`config.mk`:
```
export PLATFORM = sky130hd
export DESIGN_NAME = stall_control_flat
export DESIGN_NICKNAME = d
export VERILOG_FILES = /design/src/rtl/stall_control_if.sv /design/src/rtl/stall_control.sv /design/src/flat_wrapper.sv
export SDC_FILE = /design/constraint.sdc
export NUM_CORES = 1
export LEC_CHECK = 0
export ABC_CLOCK_PERIOD_IN_PS = 2300
export CAP_MARGIN = 20
export CORE_UTILIZATION = 41
export CTS_CLUSTER_DIAMETER = 60
export CTS_CLUSTER_SIZE = 14
export DETAILED_ROUTE_END_ITERATION = 8
export PLACE_DENSITY = 0.78
export SYNTH_ARGS = -nofsm -noshare
export SYNTH_HDL_FRONTEND = slang
export SYNTH_SLANG_ARGS = --single-unit
```
`constraint.sdc`:
```
create_clock -name clk -period 2.3 [get_ports clk]
set_input_delay 0.46 -clock clk [delete_from_list [all_inputs] [get_ports clk]]
set_output_delay 0.46 -clock clk [all_outputs]
set_load 0.02 [all_outputs]
```
`src/rtl/stall_control_if.sv`:
```
// Hazard-unit bus: ID/EX/MEM hazard inputs and the
// pipeline enable/bubble/flush controls with event counters.
interface stall_control_if;
    logic [4:0]  regRSID;
    logic [4:0]  regRTID;
    logic        useRTID;
    logic        memreadex;
    logic [4:0]  writeRegEX;
    logic        memreadmem;
    logic [4:0]  writeRegMEM;
    logic        branchEX;
    logic        pcWrite;
    logic        ifidWrite;
    logic        idexBubble;
    logic        ifidFlush;
    logic        idexFlush;
    logic [15:0] stallCycles;
    logic [15:0] flushCount;

    modport master (
        output regRSID, regRTID, useRTID,
        output memreadex, writeRegEX,
        output memreadmem, writeRegMEM,
        output branchEX,
        input  pcWrite, ifidWrite, idexBubble,
        input  ifidFlush, idexFlush,
        input  stallCycles, flushCount
    );

    modport slave (
        input  regRSID, regRTID, useRTID,
        input  memreadex, writeRegEX,
        input  memreadmem, writeRegMEM,
        input  branchEX,
        output pcWrite, ifidWrite, idexBubble,
        output ifidFlush, idexFlush,
        output stallCycles, flushCount
    );
endinterface

```
`src/rtl/stall_control.sv`:
```
// Load-use stall and branch-flush controller with
// saturating stall/flush event counters.
module stall_control (
    input  logic            clk,
    input  logic            rst_n,
    stall_control_if.slave  bus
);
    typedef enum logic {RUN = 1'b0, HOLD = 1'b1} state_e;

    state_e      state_q, state_d;
    logic [15:0] stall_q, stall_d;
    logic [15:0] flush_q, flush_d;
    logic        haz_ex, haz_mem;
    logic        stall, flush;

    function automatic logic match(
        input logic [4:0] r,
        input logic [4:0] rs,
        input logic [4:0] rt,
        input logic       use_rt
    );
        return (r != 5'd0) && ((r == rs) || (use_rt && (r == rt)));
    endfunction

    assign haz_ex  = bus.memreadex &&
                     match(bus.writeRegEX, bus.regRSID, bus.regRTID, bus.useRTID);
    assign haz_mem = bus.memreadmem &&
                     match(bus.writeRegMEM, bus.regRSID, bus.regRTID, bus.useRTID);

    // Flush always beats stall: the dependent ID instruction is discarded.
    always_comb begin
        state_d = RUN;
        stall   = 1'b0;
        flush   = 1'b0;
        if (rst_n) begin
            unique case (state_q)
                RUN: begin
                    if (bus.branchEX) begin
                        flush = 1'b1;
                    end else if (haz_ex) begin
                        stall   = 1'b1;
                        state_d = HOLD;
                    end else if (haz_mem) begin
                        stall = 1'b1;
                    end
                end
                HOLD: begin
                    if (bus.branchEX) flush = 1'b1;
                    else              stall = 1'b1;
                end
            endcase
        end
    end

    assign stall_d = (stall && stall_q != 16'hFFFF) ? stall_q + 16'd1 : stall_q;
    assign flush_d = (flush && flush_q != 16'hFFFF) ? flush_q + 16'd1 : flush_q;

    always_ff @(posedge clk) begin
        if (!rst_n) begin
            state_q <= RUN;
            stall_q <= 16'd0;
            flush_q <= 16'd0;
        end else begin
            state_q <= state_d;
            stall_q <= stall_d;
            flush_q <= flush_d;
        end
    end

    assign bus.pcWrite     = ~stall;
    assign bus.ifidWrite   = ~stall;
    assign bus.idexBubble  = stall;
    assign bus.ifidFlush   = flush;
    assign bus.idexFlush   = flush;
    assign bus.stallCycles = stall_q;
    assign bus.flushCount  = flush_q;
endmodule

```
`src/flat_wrapper.sv`:
```
// flat-port wrapper written by rule: the top's interface ports become plain ports
module stall_control_flat 
  (clk, rst_n, bus_regRSID, bus_regRTID, bus_useRTID, bus_memreadex, bus_writeRegEX, bus_memreadmem, bus_writeRegMEM, bus_branchEX, bus_pcWrite, bus_ifidWrite, bus_idexBubble, bus_ifidFlush, bus_idexFlush, bus_stallCycles, bus_flushCount);
  stall_control_if bus_i ();
  input  logic clk;
  input  logic rst_n;
  input wire logic [$bits(bus_i.regRSID)-1:0] bus_regRSID;
  input wire logic [$bits(bus_i.regRTID)-1:0] bus_regRTID;
  input wire logic [$bits(bus_i.useRTID)-1:0] bus_useRTID;
  input wire logic [$bits(bus_i.memreadex)-1:0] bus_memreadex;
  input wire logic [$bits(bus_i.writeRegEX)-1:0] bus_writeRegEX;
  input wire logic [$bits(bus_i.memreadmem)-1:0] bus_memreadmem;
  input wire logic [$bits(bus_i.writeRegMEM)-1:0] bus_writeRegMEM;
  input wire logic [$bits(bus_i.branchEX)-1:0] bus_branchEX;
  output wire logic [$bits(bus_i.pcWrite)-1:0] bus_pcWrite;
  output wire logic [$bits(bus_i.ifidWrite)-1:0] bus_ifidWrite;
  output wire logic [$bits(bus_i.idexBubble)-1:0] bus_idexBubble;
  output wire logic [$bits(bus_i.ifidFlush)-1:0] bus_ifidFlush;
  output wire logic [$bits(bus_i.idexFlush)-1:0] bus_idexFlush;
  output wire logic [$bits(bus_i.stallCycles)-1:0] bus_stallCycles;
  output wire logic [$bits(bus_i.flushCount)-1:0] bus_flushCount;
  assign bus_i.regRSID = bus_regRSID;
  assign bus_i.regRTID = bus_regRTID;
  assign bus_i.useRTID = bus_useRTID;
  assign bus_i.memreadex = bus_memreadex;
  assign bus_i.writeRegEX = bus_writeRegEX;
  assign bus_i.memreadmem = bus_memreadmem;
  assign bus_i.writeRegMEM = bus_writeRegMEM;
  assign bus_i.branchEX = bus_branchEX;
  assign bus_pcWrite = bus_i.pcWrite;
  assign bus_ifidWrite = bus_i.ifidWrite;
  assign bus_idexBubble = bus_i.idexBubble;
  assign bus_ifidFlush = bus_i.ifidFlush;
  assign bus_idexFlush = bus_i.idexFlush;
  assign bus_stallCycles = bus_i.stallCycles;
  assign bus_flushCount = bus_i.flushCount;
  stall_control u_core (.clk(clk), .rst_n(rst_n), .bus(bus_i));
endmodule
```
* Word-level counts from Yosys, hierarchy flattened
Cells that the tools add are included.
** Word-level totals
- Input port bits :: 26
- Output and inout bits :: 37
- Flip-flop bits (word level) :: 33
** Operators by class
- Add/subtract/negate cells :: 2
- Bitwise gates (word level) :: 3
- Equal/unequal tests :: 6
- Mux-type cells :: 9
- Reduce and logical (&&, ||, !) cells :: 13
** Operators by type and width (number)
- $add A16 B1 Y16 const B :: 2
- $ne A16 B16 Y1 const B :: 2
- $eq A5 B5 Y1 :: 4
- $reduce_bool A5 Y1 :: 2
- $logic_and A1 B1 Y1 :: 8
- $mux W1 :: 8
- $not A1 Y1 :: 3
- $reduce_or A3 Y1 :: 1
- $logic_or A1 B1 Y1 :: 2
- $pmux W1 S2 :: 1

* Logic depth before layout (Yosys ltp)
Gate-level depths: netlist (run 1).
- Depth in word-level cells :: 11
- Mapped depth :: 8
- Gate-level depth less buffers :: 7

* Least setup slack after synthesis (run 1)
Ideal clock, no wire load.
- Kind :: input port to output port
- Start :: input bus_writeRegEX[0]
- End :: output bus_pcWrite
- Cell stages on the path :: 5
- Path buffers :: 1
- Arrival :: 2.027 ns
- Path slack :: -0.187 ns
- Cell sequence :: or4_1 -> o21a_1 -> a221o_2 -> nand2b_1 -> buf_4
** Between the ends
- Cells in the longest elaborated chain, start to end :: 10
** RTL lines
- start, declared :: line flat_wrapper.sv:11 : input wire logic [$bits(bus_i.writeRegEX)-1:0] bus_writeRegEX;
- $eq A5 B5 Y1 :: line stall_control.sv:22 : return (r != 5'd0) && ((r == rs) || (use_rt && (r == rt)));
- $logic_and A1 B1 Y1 :: line stall_control.sv:22
- $logic_or A1 B1 Y1 :: line stall_control.sv:22
- $logic_and A1 B1 Y1 (*) :: line stall_control.sv:22
- $logic_and A1 B1 Y1 (*) :: line stall_control.sv:25 : assign haz_ex = bus.memreadex &&
- $mux W1 (*) :: line stall_control.sv:40 : end else if (haz_ex) begin
- $mux W1 (*) :: line stall_control.sv:38 : if (bus.branchEX) begin
- $pmux W1 S2 (*) :: line stall_control.sv:36 : unique case (state_q)
- $mux W1 (*) :: line stall_control.sv:35 : if (rst_n) begin
- $not A1 Y1 (*)
- end, declared :: line flat_wrapper.sv:15 : output wire logic [$bits(bus_i.pcWrite)-1:0] bus_pcWrite;
Every way passes the cells marked *; elsewhere a longest branch is shown, timed or not.

* Worst setup path in the final report (run 1)
- Start :: input bus_writeRegMEM[2]
- End :: output bus_idexBubble
** Between the ends
- Cells in the longest elaborated chain, start to end :: 10
** RTL lines
- start, declared :: line flat_wrapper.sv:13 : input wire logic [$bits(bus_i.writeRegMEM)-1:0] bus_writeRegMEM;
- $eq A5 B5 Y1 :: line stall_control.sv:22
- $logic_and A1 B1 Y1 :: line stall_control.sv:22
- $logic_or A1 B1 Y1 :: line stall_control.sv:22
- $logic_and A1 B1 Y1 (*) :: line stall_control.sv:22
- $logic_and A1 B1 Y1 (*) :: line stall_control.sv:27 : assign haz_mem = bus.memreadmem &&
- $mux W1 (*) :: line stall_control.sv:43 : end else if (haz_mem) begin
- $mux W1 (*) :: line stall_control.sv:40
- $mux W1 (*) :: line stall_control.sv:38
- $pmux W1 S2 (*) :: line stall_control.sv:36
- $mux W1 (*) :: line stall_control.sv:35
- end, declared :: line flat_wrapper.sv:17 : output wire logic [$bits(bus_i.idexBubble)-1:0] bus_idexBubble;
Marked as above.

==> results of run 1 <==
[cell type report]
cell class              count  area (µm²)  share of cell area
repair buffers             91         841               0.296
clock buffers               6        72.6              0.0255
multi-input cells         177        1180               0.414
clock inverters             2        10.0             0.00352
inverters                   5        18.8             0.00660
well taps                  52        65.1              0.0229
flip-flops and latches     33         661               0.232
[cells in the mapped netlist, drive strengths merged (2+ instances only)]
cell type  count  area share
dfxtp         33        0.35
nand2         27       0.053
xnor2         22        0.10
nor2          18       0.035
nand3         14       0.039
nand4         12       0.039
xor2          11       0.051
a21oi         10       0.026
mux2i          7       0.037
or4            6       0.026
and3           5       0.016
buf            5       0.019
clkbuf         5       0.015
inv            5      0.0098
nor4           5       0.016
o21ai          5       0.013
o31ai          4       0.016
and4           3       0.014
nand2b         3      0.0098
nor3           3       0.010
or3            3       0.010
and2           2      0.0066
ha             2       0.013
nand4b         2      0.0092
o21a           2      0.0079
o22ai          2      0.0098
o41ai          2      0.0092
[how the worst min path moves through the flow]
stage	startpoint	end	slack [ns]
after floorplan	u_core.state_q$_SDFF_PP0_	u_core.state_q$_SDFF_PP0_	0.48
after global placement	u_core.bus.stallCycles[12]$_SDFFE_PN0P_	u_core.bus.stallCycles[12]$_SDFFE_PN0P_	0.47
after detailed placement	u_core.bus.stallCycles[12]$_SDFFE_PN0P_	u_core.bus.stallCycles[12]$_SDFFE_PN0P_	0.49
after CTS	u_core.bus.stallCycles[12]$_SDFFE_PN0P_	u_core.bus.stallCycles[12]$_SDFFE_PN0P_	0.50
after global routing	u_core.bus.stallCycles[12]$_SDFFE_PN0P_	u_core.bus.stallCycles[12]$_SDFFE_PN0P_	0.52
final	u_core.bus.stallCycles[12]$_SDFFE_PN0P_	u_core.bus.stallCycles[12]$_SDFFE_PN0P_	0.49
[what timing repair did]
| item | CTS | global route |
|---|---|---|
| setup buffers | 2 | 2 |
| endpoints found under the setup margin | 13 | 15 |
| gates resized for setup | 53 | 9 |
| pin swaps | 6 | 6 |
[report_power, final]
part / total [mW] / switching, mW / internal [mW]
registers: 0.580 / 0.00472 / 0.575
logic: 0.206 / 0.0941 / 0.112
clock network: 0.432 / 0.222 / 0.210
total: 1.22 / 0.321 / 0.897
[sequential cells by signal (all words and copies together) (netlist names)]
signal	cells
u_core.bus.stallCycles	16
u_core.state_q	1
u_core.bus.flushCount	16
[logic make-up (layout without fill, tap and decap cells)]
logic type / count (synthesis) / in the layout / share of synthesized area
buffers and inverters: 15 / 104 / 0.0440
AOI/OAI and AO/OA: 31 / 31 / 0.119
DFF: 33 / 33 / 0.346
adders and majority gates: 2 / 2 / 0.0131
xor gates and xnor gates: 33 / 33 / 0.152
and+or+nand+nor: 104 / 104 / 0.289
muxes: 7 / 7 / 0.0367
[per-layer routing]
| layer | track usage | vias up | share of wire |
|---|---|---|---|
| met5 | 0 | - | 0 |
| met4 | 0.0889 | 0 | 0.020 |
| met3 | 0.0534 | 8 | 0.042 |
| met2 | 0.343 | 47 | 0.47 |
| met1 | 0.286 | 922 | 0.47 |
| li1 | - | 987 | - |
[critical path: cells and delay by family]
kind,cells,cell delay [ns]
simple gates,2,0.61
compound gates,2,0.60
buf+inv,3,0.24
==> impl_summary.md, run 1 <==
Pwr
The static leakage is around 1.1 nW. For this design the ratio of total power to cell area is 428 nW/µm². The completed layout was analyzed and its total power is approximately 1.2 mW.

The largest vdd supply drop is 0.000421 V.

Yosys
The per-instance average area after synthesis is 8.47 µm². For this run, asynchronously set or reset flops after synthesis account for 0. The net count after synthesis is 253. Of the synthesized area, sequential elements account for 0.346. Synthesis handed over a netlist of 225 instances. The synthesized design contains 0 enable-type register cells. The cell area that synthesis handed to floorplanning was 1910 µm². In this run, synthesis produced a sequential element count of 33. During synthesis, Yosys emitted a total of 0 warnings. The distinct cell type count after synthesis is 43. The top flip-flop cell by instance count after synthesis is dfxtp_1.

STA
The highest attainable clock frequency is approximately 0.42 GHz. The transition at the pin with the smallest max-transition slack is 0.428 ns. Of the available clock period, the critical path in the final layout requires 1.03. The final setup TNS is -0.162 ns. The setup skew after layout is 0.00371 ns. The worst path in the final design needs a cycle of 2.36 ns, including I/O delays and setup. The final max-slew violation count came to 0.

The total of endpoints with negative setup slack in the final report is 3. The final hold violation count is 0. The relative max-transition margin is 0.713. The least setup slack across all paths after layout is -0.0633 ns.

Setup repair after global routing could not meet its margin everywhere. The worst hold slack across all endpoints is between 0.4 and 0.5 ns.

Global route
The sum of overflow across all layers after global routing is 0. The via count of the first global-routing pass is 1874. The first-pass GRT wire length is 8.54 mm.

The initial antenna violation count is 0. The largest net degree at the start of global routing is 21. The overall fraction of global-route tracks in use is 0.218.

Place
Summed over all nets, the half-perimeter wirelength after detailed placement is 3.84 mm. The final weighted congestion in routability-driven placement is 0.916. The cell area reported after detailed placement is 2740 µm². The instance count after placement with tap cells included is 354. OpenSTA, run right after detailed placement, puts the worst setup slack at -0.849 ns.

Port buffering added 62 buffers.

Setup path
The sort of element at the start of the critical path is an input pin. Among all stages on the critical path, the largest delay is contributed by or4_1. At the worst endpoint, the required time is 1.84 ns. The capture point of the critical path is bus_idexBubble. Measured in cells, the most critical reg-to-reg path has a length of 7.

In this run the register-to-register setup slack is 0.22 ns. The beginning of the critical path is bus_writeRegMEM[2]. The start of the worst register-to-register path is u_core.bus.stallCycles[1]$_SDFFE_PN0P_. In this run the worst path has a maximum fanout of 3. The type of the worst setup path is input pin to output port. STA puts the critical path data arrival time at 1.90 ns. In this run the critical register-to-register path is captured at u_core.bus.stallCycles[6]$_SDFFE_PN0P_. The most numerous cell on the critical path is buf_6. The critical path capture point type is an output port.

The signal on the critical path passes through buf_6 > or4_1 > o21a_1 > a221o_2 > nand2b_4 > inv_2 > buf_6. On the worst path, the slowest cell contributes a delay of 0.52 ns.

Min path
The number of cells on the worst hold path is 2. The kind of path behind the tightest hold check is register to register.

Floorplanning
The number of rows created at floorplan is 24. The region available for standard cell placement spans approximately 4400 µm². From bottom edge to top edge, the die measures 70.2 µm. The die covers roughly 5000 µm². The number of top-level pins is 63. The initial core utilization is 0.432. The horizontal extent of the die is 70.2 µm.

Routing
The number of vias per cell is 5.37. The first routing iteration left 178 violations. For this run, the detailed router's first-pass iteration total came to 4. The sum of routed wire length over all layers is 4.99 mm.

The number of nets with antenna violations after detailed routing is 0. The routed length per instance is 13.6 µm. The total via count after detailed routing is 1964. The DRC violation count after routing is 0.

Clock network
The tree is rooted in a clkbuf_8. The TritonCTS clock tree is built. Clock tree synthesis found a total of 33 sinks. The number of clock buffers added by TritonCTS is 5. The clock-pin slew on the worst setup and hold paths is 0.07 ns. In this run the number of H-tree levels came out at 2.

The insertion delay of the later-clocked pin in the worst-skew pair is just under 0.3 ns. The longest clock path from root to sink contains 2 buffers. The post-cts hold buffer count is 0.

Status
The checks that failed: negative setup slack. The flow ran to the end, but the final reports show violations.

Finish
The antenna cell count is 0. At the end of the flow, the number of nets in the layout was around 340. The leading cell type in the layout, fill and taps excluded is clkdlybuf4s50_1. The count of non-filler cells in the finished layout is 366.

The post-route core utilization is 0.644. The layout has 388 filler cells. Relative to the synthesized area, the layout overhead comes to 49.1%.

With fillers left out, the area of the finished cells amounts to 2840 µm². Leaving out fill and tap cells, the most frequent cells in the layout are clkdlybuf4s50_1 (37), dfxtp_1 (33), buf_4 (29), nand2_1 (27), xnor2_1 (22). In the final layout, the share of cells above drive strength 1 is 0.188.

Job
The tool flagged a number of max-cap violations equal to 0.
(Power assumes the default switching activity.)
==> run 2, diff against run 1 <==
Settings changed: CORE_MARGIN set to 1.
==> results of run 2 <==
Final layout, timing and power as in run 1 (identical DEF).
